[src/rtl/dma_ctrl.sv]
// DMA register bank and transfer sequencer: decodes peripheral-bus accesses,
// launches the read-side and write-side ports together and reports completion.
module dma_ctrl #(
  parameter logic [14:0] BASE_ADDR = 15'h0190
) (
  input  logic        clk,
  input  logic        reset_n,
  input  logic [13:0] per_addr,
  input  logic [15:0] per_din,
  input  logic        per_en,
  input  logic [1:0]  per_we,
  output logic [15:0] per_dout,
  output logic        irq,
  output logic        rd_go,
  output logic [15:0] rd_start_addr,
  output logic        wr_go,
  output logic [15:0] wr_start_addr,
  output logic [15:0] transfer_len,
  output logic        port_int_clear,
  input  logic        rd_busy,
  input  logic        wr_busy,
  input  logic        rd_int,
  input  logic        wr_int,
  input  logic        rd_error,
  input  logic        wr_error
);

  typedef enum logic [1:0] {IDLE, LAUNCH, RUN, FINISH} state_e;

  state_e      state_q, state_d;
  logic [15:0] src_q, src_d, dst_q, dst_d, len_q, len_d;
  logic        ie_q, ie_d, done_q, done_d, irq_q, irq_d;
  logic        rd_err_q, rd_err_d, wr_err_q, wr_err_d, cfg_err_q, cfg_err_d;
  logic        rd_seen_q, rd_seen_d, wr_seen_q, wr_seen_d;

  logic       sel, busy, ctl_wr, start_wr, clr_wr;
  logic [2:0] idx;

  // Port busy flags are observed for debug only and take no part in sequencing.
  logic unused_busy;
  assign unused_busy = rd_busy ^ wr_busy;

  assign sel      = per_en && (per_addr[13:3] == BASE_ADDR[14:4]);
  assign idx      = per_addr[2:0];
  assign busy     = (state_q == LAUNCH) || (state_q == RUN);
  assign ctl_wr   = sel && (idx == 3'd0) && per_we[0];
  assign start_wr = ctl_wr && per_din[0];
  assign clr_wr   = ctl_wr && per_din[2];

  assign rd_start_addr = src_q;
  assign wr_start_addr = dst_q;
  assign transfer_len  = len_q;
  assign irq           = irq_q;

  function automatic logic [15:0] byte_merge(input logic [15:0] old_v,
                                             input logic [15:0] din,
                                             input logic [1:0]  we);
    byte_merge = old_v;
    if (we[0]) byte_merge[7:0]  = din[7:0];
    if (we[1]) byte_merge[15:8] = din[15:8];
  endfunction

  always_comb begin
    // NOTE: every signal written here is defaulted first so no path leaves it unassigned (no latches).
    state_d        = state_q;
    src_d          = src_q;
    dst_d          = dst_q;
    len_d          = len_q;
    ie_d           = ie_q;
    done_d         = done_q;
    rd_err_d       = rd_err_q;
    wr_err_d       = wr_err_q;
    cfg_err_d      = cfg_err_q;
    rd_seen_d      = rd_seen_q;
    wr_seen_d      = wr_seen_q;
    rd_go          = 1'b0;
    wr_go          = 1'b0;
    port_int_clear = 1'b0;

    if (sel && !busy) begin
      unique case (idx)
        3'd1:    src_d = byte_merge(src_q, per_din, per_we);
        3'd2:    dst_d = byte_merge(dst_q, per_din, per_we);
        3'd3:    len_d = byte_merge(len_q, per_din, per_we);
        default: ;
      endcase
    end

    if (ctl_wr) ie_d = per_din[1];

    // Clear is applied before START is evaluated, so CLR|START restarts cleanly.
    if (clr_wr) begin
      done_d    = 1'b0;
      rd_err_d  = 1'b0;
      wr_err_d  = 1'b0;
      cfg_err_d = 1'b0;
    end

    unique case (state_q)
      IDLE: begin
        if (start_wr) begin
          if (len_q == 16'd0 || len_q[0]) begin
            cfg_err_d = 1'b1;
          end else begin
            done_d    = 1'b0;
            rd_err_d  = 1'b0;
            wr_err_d  = 1'b0;
            cfg_err_d = 1'b0;
            state_d   = LAUNCH;
          end
        end
      end
      LAUNCH: begin
        rd_go     = 1'b1;
        wr_go     = 1'b1;
        rd_seen_d = 1'b0;
        wr_seen_d = 1'b0;
        state_d   = RUN;
      end
      RUN: begin
        rd_seen_d = rd_seen_q | rd_int;
        wr_seen_d = wr_seen_q | wr_int;
        if (rd_error) rd_err_d = 1'b1;
        if (wr_error) wr_err_d = 1'b1;
        if (rd_seen_d && wr_seen_d) state_d = FINISH;
      end
      FINISH: begin
        port_int_clear = 1'b1;
        done_d         = 1'b1;
        state_d        = IDLE;
      end
      default: state_d = IDLE;
    endcase

    // Built from next-state values so irq tracks DONE/IE with a single register delay.
    irq_d = done_d & ie_d;
  end

  always_ff @(posedge clk or negedge reset_n) begin
    if (!reset_n) begin
      state_q   <= IDLE;
      src_q     <= '0;
      dst_q     <= '0;
      len_q     <= '0;
      ie_q      <= 1'b0;
      done_q    <= 1'b0;
      irq_q     <= 1'b0;
      rd_err_q  <= 1'b0;
      wr_err_q  <= 1'b0;
      cfg_err_q <= 1'b0;
      rd_seen_q <= 1'b0;
      wr_seen_q <= 1'b0;
    end else begin
      // NOTE: non-blocking assignments keep every register sampling pre-edge values.
      state_q   <= state_d;
      src_q     <= src_d;
      dst_q     <= dst_d;
      len_q     <= len_d;
      ie_q      <= ie_d;
      done_q    <= done_d;
      irq_q     <= irq_d;
      rd_err_q  <= rd_err_d;
      wr_err_q  <= wr_err_d;
      cfg_err_q <= cfg_err_d;
      rd_seen_q <= rd_seen_d;
      wr_seen_q <= wr_seen_d;
    end
  end

  always_comb begin
    per_dout = '0;
    if (sel && per_we == 2'b00) begin
      unique case (idx)
        3'd0:    per_dout = {14'd0, ie_q, 1'b0};
        3'd1:    per_dout = src_q;
        3'd2:    per_dout = dst_q;
        3'd3:    per_dout = len_q;
        3'd4:    per_dout = {11'd0, cfg_err_q, wr_err_q, rd_err_q, done_q, busy};
        default: per_dout = '0;
      endcase
    end
  end

endmodule

[config.mk]
export PLATFORM = sky130hd
export DESIGN_NAME = dma_ctrl
export DESIGN_NICKNAME = d
export VERILOG_FILES = /design/src/rtl/dma_ctrl.sv
export SDC_FILE = /design/constraint.sdc
export NUM_CORES = 1
export LEC_CHECK = 0
export BUFFER_PORTS_ARGS = -buffer_cell sky130_fd_sc_hd__buf_2
export CORE_UTILIZATION = 33
export DETAILED_ROUTE_END_ITERATION = 16
export PLACE_DENSITY = 0.66
export SYNTH_ARGS = -nofsm -noshare
export SYNTH_HDL_FRONTEND = slang
export SYNTH_SLANG_ARGS = --single-unit
[constraint.sdc]
create_clock -name clk -period 5.7 [get_ports clk]
set_input_delay 0.57 -clock clk [delete_from_list [all_inputs] [get_ports clk]]
set_output_delay 0.57 -clock clk [all_outputs]
set_load 0.02 [all_outputs]
Word-level counts from Yosys, hierarchy flattened

Index checks and enable logic that the tools add are counted.

Bits in registers: 58
Bits of input ports: 41
Output and inout bits: 68
Word-level logic and storage cells: 81

Equality and inequality tests: 11
Muxes and demuxes: 29
Bitwise logic cells: 3
Reduce and logical (&&, ||, !) cells: 23

Operators with widths:

| kind                                            | number |
|---|---|
| case mux 16 bit (5 select lines)                | 1 |
| AND reduction 3 bit                             | 7 |
| 2-to-1 mux 1 bit                                | 18 |
| logical NOT 16 bit                              | 1 |
| 2-to-1 mux 16 bit                               | 1 |
| == test 11 x 5 -> 1 bit (second input constant) | 1 |
| case mux 1 bit (2 select lines)                 | 5 |
| logical AND 1 bit                               | 8 |
| case mux 2 bit (4 select lines)                 | 1 |
| == test 3 x 2 -> 1 bit (second input constant)  | 2 |
| 2-to-1 mux 2 bit                                | 3 |
| == test 2 bit (second input constant)           | 2 |
| logical NOT 2 bit                               | 2 |
| != test 2 bit (second input constant)           | 2 |
| == test 3 x 1 -> 1 bit (second input constant)  | 1 |
| == test 3 bit (second input constant)           | 1 |
| logical NOT 3 bit                               | 1 |
| == test 2 x 1 -> 1 bit (second input constant)  | 1 |
| logical OR 1 bit                                | 2 |
| != test 2 x 1 -> 1 bit (second input constant)  | 1 |
| OR 1 bit                                        | 2 |
| nonzero test 2 bit                              | 1 |
| AND 1 bit                                       | 1 |
| logical NOT 1 bit                               | 1 |

Depth between registers and ports, before layout

Gate-level depths: netlist (run 1).

Depth in word-level cells: 10
Gate-level depth with buffers: 7
Mapped depth without buffers: 6

Worst setup path after synthesis (run 1)

No wires, ideal clock.

Kind: input to output
Start: input port per_addr[8]
End: output port per_dout[10]
Arrival time: 2.365 ns
Required time: 5.130 ns
Path slack: 2.765 ns
Stages on the path: 5
Buffers on the path: 1
Path through: or4b_4 -> or4b_1 -> or3_4 -> buf_6 -> nor2_1

Word-level cells in the longest chain between the ends: 4

Ends and longest elaborated chain:

| what                    | RTL line | source |
|---|---|---|
| start: declaration      | 8        | `input logic [13:0] per_addr,` |
| == test 11 x 5 -> 1 bit | 43       | `assign sel = per_en && (per_addr[13:3] == BASE_ADDR[14:4]);` |
| logical AND 1 bit       | 43       |  |
| logical AND 1 bit       | 172      | `if (sel && per_we == 2'b00) begin` |
| 2-to-1 mux 16 bit       | 172      |  |
| end: declaration        | 12       | `output logic [15:0] per_dout,` |

No other way between the ends.

Final worst setup path (run 1)

Start: input port per_addr[8]
End: output port per_dout[6]

Same word-level chain as after synthesis.

==> impl_metrics.env, run 1 <==
export IMPL_start_util=0.347
export IMPL_dieArea_sq_um=9160
export IMPL_syn_inst=238
export IMPL_cp_cell_sequence="buf_2, or4b_4, or4b_1, or3_4, nor2_1, buf_2"
export IMPL_total_power_uw=971
export IMPL_die_h_um=95.7
export IMPL_status="complete, no violations"
export IMPL_fillers=824
export IMPL_clock_sinks=58
export IMPL_end_kind="output port"
export IMPL_syn_nets=283
export IMPL_vias=2380
export IMPL_switchingPower_uw=227
export IMPL_drt_iter0_drc=114
export IMPL_rsz0062_at_grt="no"
export IMPL_path_buf_inv=2
export IMPL_cts_hold_buffers=0
export IMPL_comb_power_share=0.104
export IMPL_synth_seq_area_share=0.501
export IMPL_maxCapViolCount=0
export IMPL_path_common_cell="buf_2"
export IMPL_overflow=0
export IMPL_grt_busiest_layer="met2"
export IMPL_fin_crit_ns=3.08
export IMPL_grt_util_all_layers=0.180
export IMPL_routedWlPerCell_um=17.0
export IMPL_yosysWarnings=0
export IMPL_insertion_delay_ns=0.33
export IMPL_grt_met2_usage=0.293
export IMPL_crit_type="input pin to output port"
export IMPL_fin_worst_skew_ns=0.00852
export IMPL_finalSetupViolCount=0
export IMPL_port_buffer_count=106
export IMPL_min_period_over_period=0.540
export IMPL_met1_usage=0.231
export IMPL_syn2layout_area_growth_pct=29.8
export IMPL_required_ns=5.13
export IMPL_crit_path_max_incr_delay_ns=0.55
export IMPL_design_area_sq_um=3760
export IMPL_grt_pass1_vias=2272
export IMPL_timing_fmax_mhz=325
export IMPL_cts_tree="done"
export IMPL_relSlewSlack=0.510
export IMPL_grt_max_degree=59
export IMPL_cp_start_kind="input pin"
export IMPL_peakVddDrop_mv=0.111
export IMPL_worst_slew_pin_slew_ns=0.736
export IMPL_power_frac_seq=0.435
export IMPL_drive_gt1_frac=0.552
export IMPL_hold_violations=0
export IMPL_cp_max_fo=11
export IMPL_cts_resized=0
export IMPL_netlist_area_sq_um=2900
export IMPL_ant_nets=0
export IMPL_die_w_um=95.7
export IMPL_synth_avg_cell_area_sq_um=12.2
export IMPL_hp_class="input pin to async pin"
export IMPL_clk_transition_reported_paths_ns=0.07
export IMPL_final_nets=393
export IMPL_post_cts_setup_buffers=0
export IMPL_clock_power_share=0.460
export IMPL_row_count=33
export IMPL_antenna_found_initial=0
export IMPL_use_met3=0.0486
export IMPL_arrival_ns=2.51
export IMPL_final_max_slew_viol_count=0
export IMPL_hpwl_um=5640
export IMPL_p_sw_frac=0.234
export IMPL_vias_per_cell=5.20
export IMPL_setup_tns_final_ns=0
export IMPL_wl_um=7770
export IMPL_dpl_cell_area_sq_um=3530
export IMPL_intPower_uw=744
export IMPL_crit_slowest_cell="or4b_4"
export IMPL_synth_seq_cells=58
export IMPL_cts_buffer_depth=2
export IMPL_ios=109
export IMPL_dr_pass1_iters=4
export IMPL_reg2reg_from="state_q[0]$_DFFE_PN0P_"
export IMPL_place_congestion=0.788
export IMPL_synth_cell_type_count=36
export IMPL_p_leak_uw=0.00195
export IMPL_power_density_nw_per_um2=258
export IMPL_fin_util=0.451
export IMPL_cp_top_family="simple AND/OR/NAND/NOR gates"
export IMPL_coreArea_sq_um=8340
export IMPL_remaining_drc_errors=0
export IMPL_grt_first_pass_wirelength_um=12000
export IMPL_worstSetupStartpoint="per_addr[8]"
export IMPL_htreeDepth=3
export IMPL_insertedDiodeCount=0
export IMPL_cts_buffers=9
export IMPL_cts_root_buf="clkbuf_8"
export IMPL_whs_ns=0.369
sequential cells by signal, summed over array words and instances, names as in the netlist, 2 cells and up:
| signal | cells |
|---|---|
| rd_start_addr | 16 |
| wr_start_addr | 16 |
| state_q | 2 |
| transfer_len | 16 |
logic make-up after synthesis:
kind of cell | after synthesis | synth area share
flops | 58 | 0.501
buf+inv | 11 | 0.0181
compound gates | 43 | 0.0989
fa+ha+maj | 4 | 0.0173
mux | 63 | 0.244
simple gates | 59 | 0.121
worst reg2reg max path: stages, from the launching register on:
cell and delay (ns):
dfrtp_1 0.40, inv_1 0.09, ha_1 0.41, nor2_1 0.24
nand3_1 0.22, nor2_4 0.34, mux2_2 0.39
power groups by stage:
| stage | combinational (uW) | sequential (uW) | clock (uW) |
|---|---|---|---|
| after floorplan | 62.3 | 429 | 0 |
| after global placement | 99.6 | 431 | 0 |
| after detailed placement | 103 | 430 | 0 |
| after CTS | 102 | 423 | 457 |
| after global routing | 115 | 424 | 476 |
| final | 101 | 423 | 447 |
through the flow:
stage          setup WS (ns)  instances
2_1_floorplan           2.77        238
3_3_place_gp            2.61        442
3_5_place_dp            2.62        442
4_1_cts                 2.63        458
5_1_grt                 2.55        458
6_report                2.62        458
cell type report:
type	instances	area (sq um)	share of cell area
clock buffer	10	128	0.0339
timing repair buffer	108	546	0.145
clock inverter	6	105	0.0279
multi-input combinational	169	1390	0.370
tap	105	131	0.0349
inverter	2	7.51	0.00200
sequential	58	1450	0.386
per-layer routing:
layer | wire length (um) | vias to the layer above
met5 | 0 | -
met4 | 110 | 0
met3 | 442 | 10
met2 | 3780 | 79
met1 | 3440 | 1185
li1 | - | 1106
final timing paths:
path                                                      to  slack [ns]  cells past startpoint
worst max-delay path                             per_dout[6]        2.62                      6
worst min-delay path                  state_q[1]$_DFFE_PN0P_        0.37                      2
worst max register to register  wr_start_addr[4]$_DFFE_PN0P_        3.49                      6
worst min register to register           cfg_err_q$_DFF_PN0_        0.51                      2
max in group asynchronous       rd_start_addr[2]$_DFFE_PN0P_        4.82                      2
min in group clk                          rd_err_q$_DFF_PN0_        0.47                      2
layout by cell type (no fill, tap or decap), types with 4 or more instances in the layout:
cell and count:
a21oi_1 8, a22oi_1 20, buf_2 106, clkbuf_8 9
dfrtp_1 58, ha_1 4, mux2_2 61, nand2_1 8
nor2_1 19, nor2_4 4, nor4_1 5, o21ai_0 8
synthesized netlist by cell type:
master,n,share of area
a21boi_0,1,0.0026
nor4_1,5,0.011
nand3b_1,1,0.0026
mux2_2,61,0.24
a22o_1,2,0.0060
nand2b_1,2,0.0043
buf_6,1,0.0039
or4b_1,2,0.0069
buf_4,1,0.0026
o21ai_0,8,0.014
or3_4,1,0.0039
a41oi_1,1,0.0030
clkbuf_1,6,0.0078
o22a_1,1,0.0030
nand4bb_1,1,0.0039
and2_1,1,0.0022
nor2_2,2,0.0043
a21oi_1,8,0.014
nor3_1,1,0.0017
o22ai_1,1,0.0022
nor2_4,4,0.016
or2_2,2,0.0043
buf_1,1,0.0013
inv_1,2,0.0026
dfrtp_1,58,0.50
ha_1,4,0.017
a22oi_1,20,0.052
nor2_1,19,0.025
mux2i_1,2,0.0069
nand3_1,3,0.0052
or4b_2,1,0.0035
o31ai_1,1,0.0026
or4b_4,1,0.0048
nand2_1,8,0.010
nor2b_1,3,0.0065
nor3b_1,2,0.0052
Power figures use the tool's default switching activity.
==> run 2, diff against run 1 <==
--- a/config.mk
+++ b/config.mk
@@ -8,7 +8,7 @@
 export BUFFER_PORTS_ARGS = -buffer_cell sky130_fd_sc_hd__buf_2
 export CORE_UTILIZATION = 33
 export DETAILED_ROUTE_END_ITERATION = 16
-export PLACE_DENSITY = 0.66
+export PLACE_DENSITY = 0.69
 export SYNTH_ARGS = -nofsm -noshare
 export SYNTH_HDL_FRONTEND = slang
 export SYNTH_SLANG_ARGS = --single-unit
==> constraint.sdc (replaced) <==
create_clock -name clk -period 2.6 [get_ports clk]
set_input_delay 0.26 -clock clk [delete_from_list [all_inputs] [get_ports clk]]
set_output_delay 0.26 -clock clk [all_outputs]
set_load 0.02 [all_outputs]
==> impl_metrics.env, run 2 (same netlist as run 1, synthesis figures left out) <==
export IMPL_routedWlPerCell_um=17.5
export IMPL_finalSetupViolCount=0
export IMPL_switchingPower_uw=516
export IMPL_comb_power_share=0.114
export IMPL_timing_fmax_mhz=414
export IMPL_hold_depth=2
export IMPL_place_congestion=0.797
export IMPL_insertion_delay_ns=0.33
export IMPL_fin_crit_ns=2.42
export IMPL_final_cell_mix="buf_2 (106), mux2_2 (61), dfrtp_1 (58)"
export IMPL_ff2ff_setup_slack_ns=0.51
export IMPL_status="complete, no violations"
export IMPL_end_kind="output port"
export IMPL_dpl_cell_area_sq_um=3580
export IMPL_ios=109
export IMPL_insertedDiodeCount=0
export IMPL_wl_um=8100
export IMPL_hp_class="input pin to flip-flop"
export IMPL_grt_first_pass_wirelength_um=12300
export IMPL_grt_pass1_vias=2298
export IMPL_dr_pass1_iters=4
export IMPL_hold_violations=0
export IMPL_row_count=33
export IMPL_post_place_ws_ns=0.175
export IMPL_p_sw_frac=0.247
export IMPL_maxCapViolCount=0
export IMPL_final_nets=399
export IMPL_port_buffer_count=106
export IMPL_relSlewSlack=0.693
export IMPL_final_common_cell="buf_2"
export IMPL_dieArea_sq_um=9160
export IMPL_overflow=0
export IMPL_syn2layout_area_growth_pct=31.4
export IMPL_cp_start_kind="input pin"
export IMPL_p_leak_uw=0.00198
export IMPL_setup_tns_final_ns=0
export IMPL_rsz0062_at_grt="no"
export IMPL_whs_ns=0.158
export IMPL_peakVddDrop_mv=0.302
export IMPL_min_period_over_period=0.930
export IMPL_cts_buffers=9
export IMPL_grt_util_all_layers=0.186
export IMPL_vias=2367
export IMPL_cp_max_fo=11
export IMPL_clock_sinks=58
export IMPL_intPower_uw=1570
export IMPL_fin_worst_skew_ns=0.00815
export IMPL_r2r_end="wr_start_addr[9]$_DFFE_PN0P_"
export IMPL_holdPathEnd="wr_err_q$_DFF_PN0_"
export IMPL_r2r_cells=6
export IMPL_die_h_um=95.7
export IMPL_arrival_ns=2.16
export IMPL_clk_transition_reported_paths_ns=0.07
export IMPL_required_ns=2.34
export IMPL_ant_nets=0
export IMPL_cts_root_buf="clkbuf_8"
export IMPL_coreArea_sq_um=8340
export IMPL_vias_per_cell=5.10
export IMPL_start_util=0.347
export IMPL_htreeDepth=3
export IMPL_worst_slew_pin_slew_ns=0.456
export IMPL_die_w_um=95.7
export IMPL_min_from="wr_error"
export IMPL_reg2reg_from="state_q[0]$_DFFE_PN0P_"
export IMPL_drive_gt1_frac=0.557
export IMPL_cts_tree="done"
export IMPL_design_area_sq_um=3810
export IMPL_grt_max_degree=59
export IMPL_power_frac_seq=0.443
export IMPL_final_max_slew_viol_count=0
export IMPL_crit_type="input pin to output port"
export IMPL_drt_iter0_drc=45
export IMPL_clock_power_share=0.443
export IMPL_antenna_found_initial=0
export IMPL_post_cts_setup_buffers=0
export IMPL_worst_slack_ns=0.183
export IMPL_remaining_drc_errors=0
export IMPL_power_density_nw_per_um2=549
export IMPL_hpwl_um=5880
export IMPL_cts_buffer_depth=2
-- run 2: cell types whose count changed in the layout (fill, tap and decap cells not counted) --
cell,before,now
bufinv_16,3,2
clkinv_2,3,2
clkinvlp_4,0,1
dlygate4sd3_1,0,1
clkbuf_8,9,10
buf_12,0,1
buf_4,2,6
-- run 2: timing repair --
item	CTS	global route
gates resized for setup	0	0
hold endpoints to repair	58	0
hold buffers	1	0
-- run 2: per-stage QoR --
stage / power (uW) / instances / utilization
3_3_place_gp: 1180 / 447 / 0.429
3_5_place_dp: 1180 / 447 / 0.429
4_1_cts: 2110 / 464 / 0.456
2_1_floorplan: 1080 / 238 / -
6_report: 2090 / 464 / 0.456
5_1_grt: 2170 / 464 / 0.456
-- run 2: final cells by class --
type	instances	area, sq um
Clock buffer	11	141
Clock inverter	5	77.6
Fill cell	811	4530
Inverter	2	7.51
Multi-Input combinational cell	169	1390
Sequential cell	58	1450
Tap cell	105	131
Timing Repair Buffer	114	606
-- run 2: per-layer routing --
layer / routed length, um / up-vias / track usage
met5: 0 / - / 0
met4: 65 / 0 / 0.0697
met3: 405 / 4 / 0.0455
met2: 4050 / 69 / 0.313
met1: 3580 / 1172 / 0.229
li1: - / 1122 / -
-- run 2: worst max-delay path by stage --
| stage | start | end | slack [ns] |
|---|---|---|---|
| final | per_addr[8] | per_dout[9] | 0.18 |
| after global routing | per_addr[8] | per_dout[12] | 0.09 |
| after CTS | per_addr[8] | per_dout[9] | 0.17 |
| after detailed placement | per_addr[8] | per_dout[14] | 0.18 |
| after global placement | per_addr[8] | per_dout[14] | 0.19 |
| after floorplan | per_addr[8] | per_dout[10] | 0.29 |
-- run 2: worst max-delay path, stage by stage --
cell and delay, ns:
buf_2 0.09, or4b_4 0.56, or4b_1 0.49, or3_4 0.45, nor2_1 0.13, buf_2 0.17
-- run 2: power by group through the flow --
stage / combinational, uW / sequential, uW / clock [uW]
2_1_floorplan: 137 / 942 / 0
3_3_place_gp: 234 / 942 / 0
3_5_place_dp: 241 / 943 / 0
4_1_cts: 243 / 926 / 944
5_1_grt: 263 / 927 / 983
6_report: 238 / 926 / 925
==> run 3, diff against run 2 <==
--- a/config.mk
+++ b/config.mk
@@ -8,7 +8,7 @@
 export BUFFER_PORTS_ARGS = -buffer_cell sky130_fd_sc_hd__buf_2
 export CORE_UTILIZATION = 33
 export DETAILED_ROUTE_END_ITERATION = 16
-export PLACE_DENSITY = 0.69
+export PLACE_DENSITY_LB_ADDON = 0.2
 export SYNTH_ARGS = -nofsm -noshare
 export SYNTH_HDL_FRONTEND = slang
 export SYNTH_SLANG_ARGS = --single-unit
==> impl_metrics.env, run 3 (same netlist as run 1, synthesis figures left out) <==
export IMPL_setup_tns_final_ns=0
export IMPL_place_congestion=0.719
export IMPL_drt_iter0_drc=73
export IMPL_peakVddDrop_mv=0.249
export IMPL_clock_power_share=0.442
export IMPL_final_nets=400
export IMPL_wl_um=7830
export IMPL_path_common_cell="buf_2"
export IMPL_remaining_drc_errors=0
export IMPL_cp_max_fo=11
export IMPL_rsz0062_at_grt="no"
export IMPL_dieArea_sq_um=9160
export IMPL_port_buffer_count=106
export IMPL_regArea_sq_um=1450
export IMPL_relSlewSlack=0.680
export IMPL_min_period_over_period=0.930
export IMPL_end_kind="output port"
export IMPL_cts_tree="done"
export IMPL_intPower_uw=1570
export IMPL_cts_buffers=9
export IMPL_grt_util_all_layers=0.181
export IMPL_fin_worst_skew_ns=0.00946
export IMPL_final_cell_mix="buf_2 (106), mux2_2 (61), dfrtp_1 (58)"
export IMPL_arrival_ns=2.16
export IMPL_cts_hold_buffers=1
export IMPL_cts_buffer_depth=2
export IMPL_grt_first_pass_wirelength_um=11900
export IMPL_ios=109
export IMPL_dpl_cell_area_sq_um=3570
export IMPL_routedWlPerCell_um=16.8
export IMPL_hpwl_um=5760
export IMPL_start_util=0.347
export IMPL_comb_power_share=0.112
export IMPL_final_max_slew_viol_count=0
export IMPL_switchingPower_uw=504
export IMPL_coreArea_sq_um=8340
export IMPL_fillers=816
export IMPL_required_ns=2.34
export IMPL_crit_type="input pin to output port"
export IMPL_hold_violations=0
export IMPL_multiInputGateArea_sq_um=1390
export IMPL_clk_transition_reported_paths_ns=0.07
export IMPL_fin_crit_ns=2.42
export IMPL_worst_slack_ns=0.183
export IMPL_dr_pass1_iters=4
export IMPL_finalSetupViolCount=0
export IMPL_maxCapViolCount=0
export IMPL_hp_class="input pin to flip-flop"
export IMPL_overflow=0
export IMPL_cp_cell_sequence="buf_2, or4b_4, or4b_1, or3_4, nor2_1, buf_2"
export IMPL_post_cts_setup_buffers=0
export IMPL_crit_path_max_incr_delay_ns=0.55
export IMPL_power_frac_seq=0.446
export IMPL_clock_sinks=58
export IMPL_worst_slew_pin_slew_ns=0.476
export IMPL_final_common_cell="buf_2"
export IMPL_p_sw_frac=0.243
export IMPL_timing_fmax_mhz=414
export IMPL_status="complete, no violations"
export IMPL_cts_resized=0
export IMPL_insertion_delay_ns=0.34
export IMPL_vias_per_cell=5.00
export IMPL_insertedDiodeCount=0
export IMPL_cts_root_buf="clkbuf_8"
export IMPL_die_w_um=95.7
export IMPL_row_count=33
export IMPL_p_leak_uw=0.00198
export IMPL_ant_nets=0
export IMPL_drive_gt1_frac=0.558
export IMPL_cp_start_kind="input pin"
export IMPL_power_density_nw_per_um2=546
export IMPL_antenna_found_initial=0
export IMPL_post_place_ws_ns=0.167
export IMPL_grt_max_degree=30
export IMPL_crit_slowest_cell="or4b_4"
export IMPL_htreeDepth=3
export IMPL_design_area_sq_um=3800
export IMPL_vias=2325
export IMPL_syn2layout_area_growth_pct=31.3
export IMPL_grt_pass1_vias=2232
export IMPL_die_h_um=95.7
-- run 3: changes by cell type in the layout (fill, tap and decap cells not counted), sizes merged --
cell	previous run	this run
buf	113	114
-- run 3: worst paths after layout --
kind	from	cells after the start	endpoint	slack, ns
min in group asynchronous	reset_n	2	wr_seen_q$_DFFE_PN0N_	0.25
worst min-delay path	wr_error	2	wr_err_q$_DFF_PN0_	0.15
max in group asynchronous	reset_n	3	transfer_len[8]$_DFFE_PN0P_	1.76
worst max-delay path	per_addr[8]	6	per_dout[14]	0.18
worst max register to register	state_q[0]$_DFFE_PN0P_	6	rd_start_addr[1]$_DFFE_PN0P_	0.49
worst min register to register	rd_seen_q$_DFFE_PN0N_	2	rd_seen_q$_DFFE_PN0N_	0.51
-- run 3: stage by stage --
stage / util / instances / power [uW] / hold slack [ns]
after floorplan: - / 238 / 1080 / -0.0356
after global placement: 0.428 / 448 / 1180 / 0.0718
after detailed placement: 0.428 / 448 / 1180 / 0.0748
after CTS: 0.456 / 465 / 2100 / 0.135
after global routing: 0.456 / 465 / 2160 / 0.135
final: 0.456 / 465 / 2080 / 0.154
-- run 3: power by group through the flow --
stage	Clock [uW]	Sequential, uW	Combinational, uW
6_report	917	926	233
5_1_grt	974	926	260
3_5_place_dp	0	943	233
3_3_place_gp	0	942	233
2_1_floorplan	0	942	137
4_1_cts	939	925	235
-- run 3: per-layer routing --
metal	part of all wire	GRT usage	up-vias
met5	0	0	-
met4	0.011	0.0634	0
met3	0.044	0.0415	9
met2	0.48	0.286	61
met1	0.47	0.242	1138
li1	-	-	1117
-- run 3: layout make-up --
| type | instances | area share |
|---|---|---|
| Timing Repair Buffer | 115 | 0.158 |
| Clock buffer | 11 | 0.0372 |
| Inverter | 2 | 0.00197 |
| Multi-Input combinational cell | 169 | 0.366 |
| Sequential cell | 58 | 0.382 |
| Tap cell | 105 | 0.0346 |
| Clock inverter | 5 | 0.0204 |
-- run 3: critical path, delay by kind of cell --
family / cells / cell delay [ns]
buffers and inverters: 2 / 0.26
and+or+nand+nor: 4 / 1.62
